--- config.mk ---
export PLATFORM = sky130hd
export DESIGN_NAME = round_key_gen_flat
export DESIGN_NICKNAME = d
export VERILOG_FILES = /design/src/rtl/simon_pkg.sv /design/src/rtl/round_key_gen_if.sv /design/src/rtl/key_schedule.sv /design/src/rtl/round_key_gen.sv /design/src/flat_wrapper.sv
export SDC_FILE = /design/constraint.sdc
export NUM_CORES = 1
export LEC_CHECK = 0
export ABC_AREA = 1
export BUFFER_PORTS_ARGS = -buffer_cell sky130_fd_sc_hd__buf_2
export CAP_MARGIN = 20
export CORE_MARGIN = 2
export CORE_UTILIZATION = 50
export CTS_CLUSTER_SIZE = 28
export DETAILED_ROUTE_END_ITERATION = 8
export GPL_ROUTABILITY_DRIVEN = 0
export PLACE_DENSITY = 0.74
export SYNTH_ARGS = -nofsm -noshare
export SYNTH_HDL_FRONTEND = slang
export SYNTH_HIERARCHICAL = 1
export SYNTH_SLANG_ARGS = --single-unit
--- constraint.sdc ---
create_clock -name clk -period 2.69 [get_ports clk]
set_clock_uncertainty 0.2 [all_clocks]
set_input_delay 0.538 -clock clk [delete_from_list [all_inputs] [get_ports clk]]
set_output_delay 0.538 -clock clk [all_outputs]
set_load 0.05 [all_outputs]
--- src/rtl/simon_pkg.sv ---
// Shared Simon32/64 types, constants and round-key FSM states.
// Build option: DECRYPT_ORDER_EN adds the FILL/DRAIN states.
package simon_pkg;

    typedef logic [15:0] word_t;
    typedef word_t [3:0] key_t;

    localparam int NUM_ROUNDS_DEFAULT = 32;

    // z0 constant sequence, first bit in the MSB
    localparam logic [61:0] Z0 =
        62'b11111010001001010110000111001101111101000100101011000011100110;

    typedef enum logic [1:0] {
        IDLE,
        EXPAND
`ifdef DECRYPT_ORDER_EN
        ,
        FILL,
        DRAIN
`endif
    } rkg_state_t;

    function automatic word_t ror(input word_t x, input int unsigned n);
        return (x >> n) | (x << (16 - n));
    endfunction

endpackage

--- src/rtl/round_key_gen_if.sv ---
// Key-load and round-key handshake bundle for round_key_gen.
// Build option: DECRYPT_ORDER_EN adds the decrypt request bit.
interface round_key_gen_if;
    import simon_pkg::*;

    key_t       key_in;
    logic       key_valid;
    logic       key_ready;
    word_t      rk_out;
    logic [4:0] rk_round;
    logic       rk_valid;
    logic       rk_ready;
    logic       done;
`ifdef DECRYPT_ORDER_EN
    logic       decrypt;
`endif

    modport master (
        output key_in, key_valid, rk_ready,
`ifdef DECRYPT_ORDER_EN
        decrypt,
`endif
        input key_ready, rk_out, rk_round, rk_valid, done
    );

    modport slave (
        input key_in, key_valid, rk_ready,
`ifdef DECRYPT_ORDER_EN
        decrypt,
`endif
        output key_ready, rk_out, rk_round, rk_valid, done
    );

endinterface

--- src/rtl/key_schedule.sv ---
// Simon32/64 key-schedule step: k(i+4) from k(i)..k(i+3).
// Purely combinational; round_counter selects the z0 bit.
module key_schedule
    import simon_pkg::*;
(
    input  key_t       input_key,
    input  logic [4:0] round_counter,
    output word_t      next
);

    word_t t0;
    word_t t1;
    logic  zb;

    // one schedule step, constant c = 0xFFFC folded as ~k ^ 3
    always_comb begin
        t0   = ror(input_key[3], 3) ^ input_key[1];
        t1   = t0 ^ ror(t0, 1);
        zb   = Z0[6'd61 - {1'b0, round_counter}];
        next = ~input_key[0] ^ t1 ^ {15'd0, zb} ^ 16'h0003;
    end

endmodule

--- src/rtl/round_key_gen.sv ---
// Streams Simon32/64 round keys from a loaded master key.
// Build option: DECRYPT_ORDER_EN buffers keys and emits them reversed.
module round_key_gen
    import simon_pkg::*;
#(
    parameter int NUM_ROUNDS = NUM_ROUNDS_DEFAULT
) (
    input  logic            clk,
    input  logic            rst,
    round_key_gen_if.slave  bus
);

    localparam logic [4:0] LAST = 5'(NUM_ROUNDS - 1);

    rkg_state_t state;
    key_t       w;
    logic [4:0] round;
    word_t      rk_q;
    logic       kr_q;
    logic       rv_q;
    logic       done_q;
    word_t      nxt;
    logic       accept;
    logic       hs;

`ifdef DECRYPT_ORDER_EN
    word_t      arr [NUM_ROUNDS];
`endif

    assign accept = bus.key_valid & kr_q;
    assign hs     = rv_q & bus.rk_ready;

    assign bus.key_ready = kr_q;
    assign bus.rk_valid  = rv_q;
    assign bus.rk_out    = rk_q;
    assign bus.rk_round  = round;
    assign bus.done      = done_q;

    key_schedule u_ks (
        .input_key     (w),
        .round_counter (round),
        .next          (nxt)
    );

    // sequencing FSM with registered handshake outputs
    always_ff @(posedge clk) begin
        if (rst) begin
            state  <= IDLE;
            kr_q   <= 1'b0;
            rv_q   <= 1'b0;
            rk_q   <= '0;
            round  <= '0;
            done_q <= 1'b0;
            w      <= '0;
        end else begin
            done_q <= 1'b0;
            case (state)
                IDLE: begin
                    kr_q <= 1'b1;
                    if (accept) begin
                        kr_q  <= 1'b0;
                        w     <= bus.key_in;
                        round <= '0;
                        rk_q  <= bus.key_in[0];
`ifdef DECRYPT_ORDER_EN
                        if (bus.decrypt) begin
                            state <= FILL;
                        end else begin
                            state <= EXPAND;
                            rv_q  <= 1'b1;
                        end
`else
                        state <= EXPAND;
                        rv_q  <= 1'b1;
`endif
                    end
                end
                EXPAND: begin
                    if (hs) begin
                        if (round == LAST) begin
                            state  <= IDLE;
                            rv_q   <= 1'b0;
                            done_q <= 1'b1;
                            kr_q   <= 1'b1;
                        end else begin
                            w     <= {nxt, w[3:1]};
                            round <= round + 5'd1;
                            rk_q  <= w[1];
                        end
                    end
                end
`ifdef DECRYPT_ORDER_EN
                FILL: begin
                    arr[round] <= w[0];
                    w          <= {nxt, w[3:1]};
                    if (round == LAST) begin
                        state <= DRAIN;
                        rv_q  <= 1'b1;
                        rk_q  <= w[0];
                    end else begin
                        round <= round + 5'd1;
                    end
                end
                DRAIN: begin
                    if (hs) begin
                        if (round == 5'd0) begin
                            state  <= IDLE;
                            rv_q   <= 1'b0;
                            done_q <= 1'b1;
                            kr_q   <= 1'b1;
                        end else begin
                            round <= round - 5'd1;
                            rk_q  <= arr[round - 5'd1];
                        end
                    end
                end
`endif
                default: state <= IDLE;
            endcase
        end
    end

endmodule

--- src/flat_wrapper.sv ---
// flat-port wrapper written by rule: the top's interface ports become plain ports
module round_key_gen_flat import simon_pkg::*;
#(
    parameter int NUM_ROUNDS = NUM_ROUNDS_DEFAULT
)
  (clk, rst, bus_key_in, bus_key_valid, bus_rk_ready, bus_key_ready, bus_rk_out, bus_rk_round, bus_rk_valid, bus_done);
  round_key_gen_if bus_i ();
  input  logic clk;
  input  logic rst;
  input wire logic [$bits(bus_i.key_in)-1:0] bus_key_in;
  input wire logic [$bits(bus_i.key_valid)-1:0] bus_key_valid;
  input wire logic [$bits(bus_i.rk_ready)-1:0] bus_rk_ready;
  output wire logic [$bits(bus_i.key_ready)-1:0] bus_key_ready;
  output wire logic [$bits(bus_i.rk_out)-1:0] bus_rk_out;
  output wire logic [$bits(bus_i.rk_round)-1:0] bus_rk_round;
  output wire logic [$bits(bus_i.rk_valid)-1:0] bus_rk_valid;
  output wire logic [$bits(bus_i.done)-1:0] bus_done;
  assign bus_i.key_in = bus_key_in;
  assign bus_i.key_valid = bus_key_valid;
  assign bus_i.rk_ready = bus_rk_ready;
  assign bus_key_ready = bus_i.key_ready;
  assign bus_rk_out = bus_i.rk_out;
  assign bus_rk_round = bus_i.rk_round;
  assign bus_rk_valid = bus_i.rk_valid;
  assign bus_done = bus_i.done;
  round_key_gen #(.NUM_ROUNDS(NUM_ROUNDS)) u_core (.clk(clk), .rst(rst), .bus(bus_i));
endmodule
* Word-level counts from Yosys, hierarchy flattened
Memory sizes are Yosys's and may differ from the RTL's. Index checks and enable logic that the tools add are counted.
Cells by class: add/sub/neg operators 2, magnitude comparators 1, equal/unequal tests 6, multiplexer cells 26, bitwise operators 12, reductions and logical operators 7
Operator list (number):
- 2-to-1 mux 64 bit | 3
- case mux 64 bit (2 select lines) | 1
- 2-to-1 mux 16 bit | 3
- XOR 16 bit | 3
- case mux 16 bit (2 select lines) | 1
- inverter 16 bit | 1
- OR 13 x 16 -> 16 bit | 1
- OR 15 x 16 -> 16 bit | 1
- XOR 16 x 1 -> 16 bit | 1
- 2-to-1 mux 5 bit | 3
- case mux 5 bit (2 select lines) | 1
- 2-to-1 mux 1 bit | 8
- AND reduction 4 bit | 2
- < comparator 6 x 7 -> 1 bit, second input constant | 1
- 2-to-1 mux 2 bit | 3
- inequality test 2 x 1 -> 1 bit, second input constant | 3
- AND reduction 3 bit | 2
- subtractor 6 x 5 -> 6 bit, first input constant | 1
- adder 5 x 1 -> 5 bit, second input constant | 1
- equality test 5 bit, second input constant | 1
- case mux 1 bit (2 select lines) | 2
- case mux 2 bit (2 select lines) | 1
- OR reduction 3 bit | 1
- bitwise AND 1 bit | 2
- other kinds (6) | 7
Storage, ports and cells: bits in registers 90, bits in read-only memories 64, input port bits 68, output and inout port bits 24, word-level logic and storage cells 65, memories kept 1
Memory list:
- (name not given) | depth 64, bits a word 1, read ports 1, clocked after memory_dff 0, wr ports 0, RTL line key_schedule.sv:19 | zb = Z0[6'd61 - {1'b0, round_counter}];

* Longest topological paths before layout
Gate-level depths: netlist of the first run.
depth after elaboration 10, depth in mapped cells 17, depth with buffers taken out 17

* Hierarchy
The synthesis of the first run kept the hierarchy.
By module, submodules not included:
- round_key_gen | instances 1, cells an instance 545, area each 3445.8 um2, seq. area each 1441.4 um2
- key_schedule | instances 1, cells an instance 126, area each 847.1 um2, seq. area each 0.0 um2

* Worst setup path after synthesis of the first run
No wires, ideal clock.
path type reg2reg, start point reg u_core.round[1] (netlist: u_core/bus.rk_round[1]), end point reg u_core.round[3] (netlist: u_core/bus.rk_round[3]), library setup time 65 ps, arrival time 2136 ps, data required time 2425 ps, setup slack 289 ps, cell stages (with the launch flop) 13, buffers on the path 2, period minus slack after synthesis 2401 ps, path through dfxtp_1 ha_1 nand2_1 nor2_1 ha_1 inv_1 nand3_2 nand2_2 buf_4 buf_2 nand3_1 nand2_1 nor2_1
Between the ends: longest elaborated chain between the ends 4, elaborated cells between the ends (all ways) 7, those cells by class add/sub: 1; eq/ne: 2; mux: 3; reduce/logical: 1
Ends and longest elaborated chain:
- from (decl) | RTL line round_key_gen.sv:17 | logic [4:0] round;
- from (signal assigned) | RTL line round_key_gen.sv:87 | round <= round + 5'd1;
- adder 5 x 1 -> 5 bit | RTL line round_key_gen.sv:87
- 2-to-1 mux 5 bit | RTL line round_key_gen.sv:80 | if (round == LAST) begin
- 2-to-1 mux 5 bit | RTL line round_key_gen.sv:79 | if (hs) begin
- case mux 5 bit (2 select lines) | RTL line round_key_gen.sv:57 | case (state)
Parallel ways exist; a longest one is shown, timed or not. The select of a mux whose other input is x is not followed. A chain may end at the register's enable or synchronous reset.

* Worst setup path after layout of the first run
start point reg u_core.round[0] (netlist: u_core/bus.rk_round[0]), end point reg u_core/w[28] in the netlist's numbering
Between the ends: longest elaborated chain between the ends 3
Ends and longest elaborated chain:
- equality test 5 bit | RTL line round_key_gen.sv:80
- inequality test 2 bit (no source line)
- AND reduction 4 bit (no source line)
- to (signal assigned) | RTL line round_key_gen.sv:62 | w <= bus.key_in;
- to (signal assigned) | RTL line round_key_gen.sv:86 | w <= {nxt, w[3:1]};
- to (decl) | RTL line round_key_gen.sv:16 | key_t w;
No other way between the ends.

==> impl_metrics.prom, run 1 <==
# TYPE chip_impl_metric gauge
chip_impl_info{name="run_status",value="complete, no violations"} 1
chip_impl_metric{name="cts-resized-gates",unit=""} 0
chip_impl_info{name="crit_family",value="simple AND/OR/NAND/NOR gates"} 1
chip_impl_metric{name="avgViaCountPerCell",unit=""} 4.93
chip_impl_metric{name="vias",unit=""} 4135
chip_impl_metric{name="quantity_of_hold_fixing_buffers_added_after_cts",unit=""} 0
chip_impl_metric{name="fillCellCount",unit=""} 800
chip_impl_metric{name="finalNetCount",unit=""} 806
chip_impl_metric{name="ys_seq_area_share",unit="%"} 33.6
chip_impl_metric{name="final_min_period_over_clock_period",unit="%"} 85.9
chip_impl_info{name="cts_root_buffer",value="clkbuf_8"} 1
chip_impl_metric{name="grt_antenna_before_repair",unit=""} 0
chip_impl_metric{name="cp_num_cells",unit=""} 11
chip_impl_metric{name="vdd_drop_max",unit="mV"} 0.292
chip_impl_metric{name="max_stage_delay",unit="ns"} 0.37
chip_impl_metric{name="chipHeight",unit="microns"} 96.7
chip_impl_metric{name="drt-initial-drc-count",unit=""} 245
chip_impl_info{name="endpoint_kind_of_the_worst_setup_timing_path",value="flop"} 1
chip_impl_metric{name="numPlacedInstances",unit=""} 822
chip_impl_metric{name="dr.pass1.iters",unit=""} 5
chip_impl_metric{name="std_cell_rows",unit=""} 33
chip_impl_metric{name="pwr_density_cell",unit="nW/um^2"} 661
chip_impl_metric{name="timing.critical_path.arrival",unit="ns"} 2.35
chip_impl_metric{name="grt_pass1_wl",unit="microns"} 17300
chip_impl_metric{name="htreeDepth",unit=""} 3
chip_impl_metric{name="ant_nets",unit=""} 0
chip_impl_metric{name="worstRegToRegCells",unit=""} 11
chip_impl_metric{name="path_buf_inv",unit=""} 2
chip_impl_metric{name="worst_ep_required_time",unit="ns"} 2.73
chip_impl_metric{name="fp.dieArea",unit="sq um"} 9340
chip_impl_info{name="grt_setup_unrepaired",value="no"} 1
chip_impl_info{name="mostFrequentLayoutCell",value="nand2_1"} 1
chip_impl_info{name="setup.worst_path.start_class",value="flop"} 1
chip_impl_info{name="post-synth-top-area-cell",value="dfxtp_1"} 1
chip_impl_metric{name="leakagePower",unit="nW"} 2.46
chip_impl_metric{name="clock_sinks",unit=""} 72
chip_impl_metric{name="syn-num-nets",unit=""} 749
chip_impl_metric{name="timing.final.hold_violations",unit=""} 0
chip_impl_metric{name="slew-limit-headroom",unit="%"} 58.1
chip_impl_metric{name="max-cap-violations",unit=""} 0
chip_impl_metric{name="floorplan.die.width",unit="microns"} 96.7
chip_impl_info{name="synth.top_cells.by_area",value="dfxtp_1, nand2_1, nor2_1, nand3_1, xor2_1"} 1
chip_impl_metric{name="grt_usage",unit="%"} 22.2
chip_impl_metric{name="grt_overflow",unit=""} 0
chip_impl_metric{name="worst_setup_hold_path_clk_slew",unit="ns"} 0.07
chip_impl_metric{name="grt_start_max_net_pins",unit=""} 66
chip_impl_metric{name="grt_pass1_vias",unit=""} 3704
chip_impl_info{name="worstHoldPathType",value="primary input to flop"} 1
chip_impl_metric{name="max-clock-path-buffers",unit=""} 2
chip_impl_metric{name="synthesis.yosys.warnings",unit=""} 6
chip_impl_metric{name="setup_total_negative_slack",unit="ns"} 0
chip_impl_metric{name="synth.ff_latch_count",unit=""} 72
chip_impl_metric{name="max_clk_rate",unit="MHz"} 433
chip_impl_metric{name="ios",unit=""} 92
chip_impl_metric{name="remaining_drc_errors",unit=""} 0
chip_impl_metric{name="timing.final.setup_violations",unit=""} 0
chip_impl_info{name="mostFrequentLayoutCells",value="nand2_1, nor2_1, buf_2"} 1
chip_impl_metric{name="wl_per_cell",unit="microns"} 12.3
chip_impl_metric{name="area_of_combinational_cells_with_multiple_inputs",unit="sq um"} 2480
chip_impl_metric{name="final_cell_count_no_fill",unit=""} 838
chip_impl_info{name="timing.critical_path.cells",value="ha_1, nand2_1, nor2_1, ha_1, inv_1, nand3_2, nand2_4, buf_4, nand3_1, nand2_1, nor2_1"} 1
chip_impl_metric{name="worst-path-max-fanout",unit=""} 30
chip_impl_metric{name="synthCells",unit=""} 671
chip_impl_metric{name="seqCellArea",unit="sq um"} 1440
chip_impl_metric{name="worstMarginPinSlew",unit="ns"} 0.628
chip_impl_metric{name="finalWorstPathRequiredPeriod",unit="ns"} 2.31
chip_impl_metric{name="timing.hold.worst_path_depth",unit=""} 2
chip_impl_metric{name="coreArea",unit="sq um"} 8260
chip_impl_info{name="timing_worst_setup_path_type",value="flop to flop"} 1
chip_impl_metric{name="count_of_final_max_slew_check_failures",unit=""} 0
chip_impl_metric{name="syn-cell-area",unit="sq um"} 4290
chip_impl_metric{name="synthToLayoutAreaGrowth",unit="%"} 15.3
chip_impl_info{name="cts_tree",value="done"} 1
chip_impl_metric{name="dpl.hpwl",unit="microns"} 7220
chip_impl_info{name="slowest_stage",value="dfxtp_1"} 1
chip_impl_metric{name="floorplan.initialDensity",unit="%"} 52.0
chip_impl_metric{name="yosys.cell_types.count",unit=""} 28
chip_impl_metric{name="buffer_ports.inserted",unit=""} 91
chip_impl_metric{name="post_cts.repair.setup_buffers",unit=""} 0
chip_impl_metric{name="synth_area_per_cell",unit="sq um"} 6.40
chip_impl_metric{name="clock_latency",unit="ns"} 0.35
chip_impl_metric{name="synth_top_area_share",unit="%"} 33.6
chip_impl_metric{name="tritoncts.num_buffers",unit=""} 9
chip_impl_metric{name="antenna_cells_inserted",unit=""} 0
chip_impl_metric{name="route.final.wire_length",unit="microns"} 10300
chip_impl_metric{name="final_layout_size_suffix_gt1_share",unit="%"} 17.7
power breakdown:
part	total, mW	internal, mW	switching, mW	leakage [nW]
sequential	1.28	1.17	0.106	0.593
clock	1.15	0.736	0.416	0.130
combinational	0.840	0.319	0.522	1.74
final cells by class:
cell class	instances	share of cell area (%)
timing repair buffer	98	11.0
clock buffer	11	2.86
tap	105	2.65
sequential	72	29.2
multi-input combinational	526	50.1
inverter	21	1.64
clock inverter	5	2.58
worst reg2reg max path: cells and delay by family, from the launching register on:
kind	cells	cell delay [ns]
simple gates	7	0.83
fa+ha+maj	2	0.40
buf+inv	2	0.40
flops	1	0.37
Yosys cell counts, drive strengths merged:
cell type and number:
clkbuf 7, nand2 245, dfxtp 72, o21ai 3, o21a 1, and2 1
ha 10, xnor2 15, a21oi 6, nor2 135, inv 21, buf 45
nor4 1, or2 1, nand3b 1, nand4 1, xor2 32, nand3 74
worst paths after layout:
| check | end | slack (ns) | start |
|---|---|---|---|
| setup reg to reg | u_core/w[28] | 0.38 | u_core/bus.rk_round[0] |
| hold reg to reg | u_core/w[42] | 0.29 | u_core/w[42] |
| hold / removal | u_core/bus.rk_round[1] | 0.22 | rst |
| setup / recovery | u_core/w[28] | 0.38 | u_core/bus.rk_round[0] |
metal layers:
metal | track usage, % | share of wire [%] | vias to the layer above
li1 | - | - | 2164
met1 | 32.0 | 48 | 1838
met2 | 32.6 | 44 | 121
met3 | 5.27 | 6.9 | 12
met4 | 7.48 | 1.1 | 0
met5 | 0 | 0 | -
kinds of logic after synthesis:
| logic type | count (synthesis) | synth area share [%] |
|---|---|---|
| and+or+nand+nor | 459 | 43.7 |
| buffers and inverters | 73 | 8.80 |
| DFF | 72 | 33.6 |
| xor gates and xnor gates | 47 | 9.76 |
| AOI/OAI and AO/OA | 10 | 1.22 |
| adders and majority gates | 10 | 2.91 |
flip-flops by register name (all words and copies together), names as in the netlist:
register              cells
u_core/bus.rk_valid       1
u_core/bus.key_ready      1
u_core/bus.done           1
u_core/bus.rk_round       5
u_core/w                 64
per-stage QoR:
step	instance area [sq um]	setup slack [ns]	power [mW]	utilization [%]	hold WS, ns
after CTS	4950	0.393	3.29	59.9	0.210
after detailed placement	4680	0.412	2.13	56.7	0.273
after floorplan	4290	0.289	1.97	-	0.255
after global placement	4680	0.480	2.12	56.7	0.263
after global routing	4950	0.205	3.46	59.9	0.232
final	4950	0.380	3.27	59.9	0.220
Note: power is estimated with default switching activity, not from simulation.
==> run 2: changes to the inputs <==
--- a/config.mk
+++ b/config.mk
@@ -13,7 +13,7 @@
 export CTS_CLUSTER_SIZE = 28
 export DETAILED_ROUTE_END_ITERATION = 8
 export GPL_ROUTABILITY_DRIVEN = 0
-export PLACE_DENSITY = 0.74
+export PLACE_DENSITY = 0.71
 export SYNTH_ARGS = -nofsm -noshare
 export SYNTH_HDL_FRONTEND = slang
 export SYNTH_HIERARCHICAL = 1
==> impl_metrics.prom, run 2 (same netlist as run 1, synthesis figures left out) <==
# TYPE chip_impl_metric gauge
chip_impl_metric{name="fp.dieArea",unit="sq um"} 9340
chip_impl_metric{name="worstMarginPinSlew",unit="ns"} 0.467
chip_impl_metric{name="timing.critical_path.arrival",unit="ns"} 2.32
chip_impl_metric{name="largest_reg_flops",unit=""} 64
chip_impl_info{name="reg2reg_to",value="u_core/w[24]"} 1
chip_impl_metric{name="quantity_of_hold_fixing_buffers_added_after_cts",unit=""} 0
chip_impl_metric{name="chipHeight",unit="microns"} 96.7
chip_impl_metric{name="r2r_setup_slack",unit="ns"} 0.40
chip_impl_metric{name="timing.hold.worst_path_depth",unit=""} 2
chip_impl_info{name="grt_setup_unrepaired",value="no"} 1
chip_impl_metric{name="floorplan.initialDensity",unit="%"} 52.0
chip_impl_metric{name="clock_sinks",unit=""} 72
chip_impl_metric{name="remaining_drc_errors",unit=""} 0
chip_impl_metric{name="grt_overflow",unit=""} 0
chip_impl_metric{name="std_cell_rows",unit=""} 33
chip_impl_metric{name="post_cts.repair.setup_buffers",unit=""} 0
chip_impl_metric{name="vdd_drop_max",unit="mV"} 0.455
chip_impl_metric{name="finalNetCount",unit=""} 807
chip_impl_metric{name="timing.final.hold_violations",unit=""} 0
chip_impl_info{name="mostFrequentLayoutCell",value="nand2_1"} 1
chip_impl_metric{name="dpl.hpwl",unit="microns"} 7510
chip_impl_metric{name="tritoncts.num_buffers",unit=""} 9
chip_impl_metric{name="max_stage_delay",unit="ns"} 0.38
chip_impl_metric{name="route.final.wire_length",unit="microns"} 10400
chip_impl_info{name="launch_instance_of_the_worst_register_to_register_path",value="u_core/bus.rk_round[0]"} 1
chip_impl_metric{name="ios",unit=""} 92
chip_impl_metric{name="coreArea",unit="sq um"} 8260
chip_impl_metric{name="grt_pass1_wl",unit="microns"} 17600
chip_impl_metric{name="finalWorstPathRequiredPeriod",unit="ns"} 2.29
chip_impl_metric{name="vias",unit=""} 4133
chip_impl_info{name="first_element_of_the_critical_path",value="u_core/bus.rk_round[0]"} 1
chip_impl_info{name="cts_root_buffer",value="clkbuf_8"} 1
chip_impl_metric{name="synthToLayoutAreaGrowth",unit="%"} 14.5
chip_impl_metric{name="detailedPlace.worstSlack",unit="ns"} 0.441
chip_impl_metric{name="max-clock-path-buffers",unit=""} 2
chip_impl_metric{name="leakagePower",unit="nW"} 2.45
chip_impl_metric{name="grt_antenna_before_repair",unit=""} 0
chip_impl_metric{name="cp_num_cells",unit=""} 11
chip_impl_metric{name="grt_pass1_vias",unit=""} 3665
chip_impl_metric{name="antenna_cells_inserted",unit=""} 0
chip_impl_metric{name="wl_per_cell",unit="microns"} 12.4
chip_impl_metric{name="pwr_density_cell",unit="nW/um^2"} 617
chip_impl_metric{name="max_clk_rate",unit="MHz"} 438
chip_impl_metric{name="grt_start_max_net_pins",unit=""} 50
chip_impl_info{name="run_status",value="complete, no violations"} 1
chip_impl_metric{name="cts-resized-gates",unit=""} 0
chip_impl_metric{name="path_buf_inv",unit=""} 2
chip_impl_info{name="crit_path_end",value="u_core/w[24]"} 1
chip_impl_metric{name="drt-initial-drc-count",unit=""} 226
chip_impl_metric{name="buffer_ports.inserted",unit=""} 91
chip_impl_metric{name="timing.final.setup_violations",unit=""} 0
chip_impl_info{name="endpoint_kind_of_the_worst_setup_timing_path",value="flop"} 1
chip_impl_metric{name="setup_ws",unit="ns"} 0.405
chip_impl_metric{name="finalPower",unit="mW"} 3.04
chip_impl_metric{name="fillCellCount",unit=""} 838
chip_impl_metric{name="count_of_final_max_slew_check_failures",unit=""} 0
chip_impl_info{name="worstHoldPathType",value="primary input to flop"} 1
chip_impl_metric{name="avgViaCountPerCell",unit=""} 4.93
chip_impl_info{name="mostFrequentLayoutCells",value="nand2_1, nor2_1, buf_2"} 1
chip_impl_metric{name="clock_latency",unit="ns"} 0.34
chip_impl_metric{name="max-cap-violations",unit=""} 0
chip_impl_metric{name="htreeDepth",unit=""} 3
chip_impl_metric{name="setup_total_negative_slack",unit="ns"} 0
chip_impl_metric{name="seqCellArea",unit="sq um"} 1440
chip_impl_metric{name="finalHoldWorstSlack",unit="ns"} 0.227
chip_impl_metric{name="grt_usage",unit="%"} 22.6
chip_impl_info{name="cts_tree",value="done"} 1
chip_impl_metric{name="floorplan.die.width",unit="microns"} 96.7
chip_impl_metric{name="area_of_combinational_cells_with_multiple_inputs",unit="sq um"} 2480
chip_impl_info{name="slowest_stage",value="dfxtp_1"} 1
chip_impl_info{name="largest-register",value="u_core/w"} 1
chip_impl_metric{name="final_min_period_over_clock_period",unit="%"} 85.0
chip_impl_metric{name="dr.pass1.iters",unit=""} 5
chip_impl_metric{name="ant_nets",unit=""} 0
chip_impl_info{name="crit_family",value="simple AND/OR/NAND/NOR gates"} 1
chip_impl_metric{name="worst-path-max-fanout",unit=""} 38
chip_impl_metric{name="worstRegToRegCells",unit=""} 11
chip_impl_metric{name="worst_ep_required_time",unit="ns"} 2.73
chip_impl_metric{name="worst_setup_hold_path_clk_slew",unit="ns"} 0.07
chip_impl_info{name="timing.critical_path.cells",value="ha_1, nand2_1, nor2_1, ha_1, inv_1, nand3_2, nand2_4, buf_12, nand3_1, nand2_1, nor2_1"} 1
chip_impl_info{name="timing_worst_setup_path_type",value="flop to flop"} 1
chip_impl_info{name="setup.worst_path.start_class",value="flop"} 1
chip_impl_metric{name="slew-limit-headroom",unit="%"} 68.9
chip_impl_metric{name="final_layout_size_suffix_gt1_share",unit="%"} 17.8
## run 2: metrics by stage
| step | util, % | std cells | instance area [sq um] |
|---|---|---|---|
| after floorplan | - | 671 | 4290 |
| after global placement | 56.9 | 823 | 4700 |
| after detailed placement | 56.9 | 823 | 4700 |
| after CTS | 59.5 | 839 | 4920 |
| after global routing | 59.5 | 839 | 4920 |
| final | 59.5 | 839 | 4920 |
## run 2: cell type report
type                            instances  share of cell area, %
Tap cell                              105                   2.67
Multi-Input combinational cell        526                   50.4
Clock buffer                           14                   3.72
Inverter                               21                   1.65
Clock inverter                          2                  0.712
Timing Repair Buffer                   99                   11.5
Sequential cell                        72                   29.3
## run 2: where the power goes
part	switching, mW	internal [mW]	total (mW)
Clock	0.382	0.529	0.911
Combinational	0.518	0.324	0.841
Sequential	0.110	1.17	1.28
## run 2: worst reg2reg max path, cell delays in order (launching register included)
cell	delay, ns
dfxtp_1	0.38
ha_1	0.24
nand2_1	0.08
nor2_1	0.05
ha_1	0.17
inv_1	0.10
nand3_2	0.16
nand2_4	0.33
buf_12	0.24
nand3_1	0.13
nand2_1	0.08
nor2_1	0.03
## run 2: layer usage
metal / global-route usage [%] / wire, microns / part of all wire, %
met1: 34.5 / 5310 / 51
met2: 32.3 / 4440 / 43
met3: 3.90 / 529 / 5.1
met4: 6.72 / 82 / 0.79
met5: 0 / 0 / 0
## run 2: how the worst min path moves through the flow
stage,endpoint,from
floorplan,u_core/w[32],u_core/w[32]
global placement,u_core/w[37],u_core/w[37]
detailed placement,u_core/w[45],u_core/w[45]
CTS,u_core/bus.rk_valid,rst
global route,u_core/bus.rk_valid,rst
finish,u_core/bus.rk_valid,rst
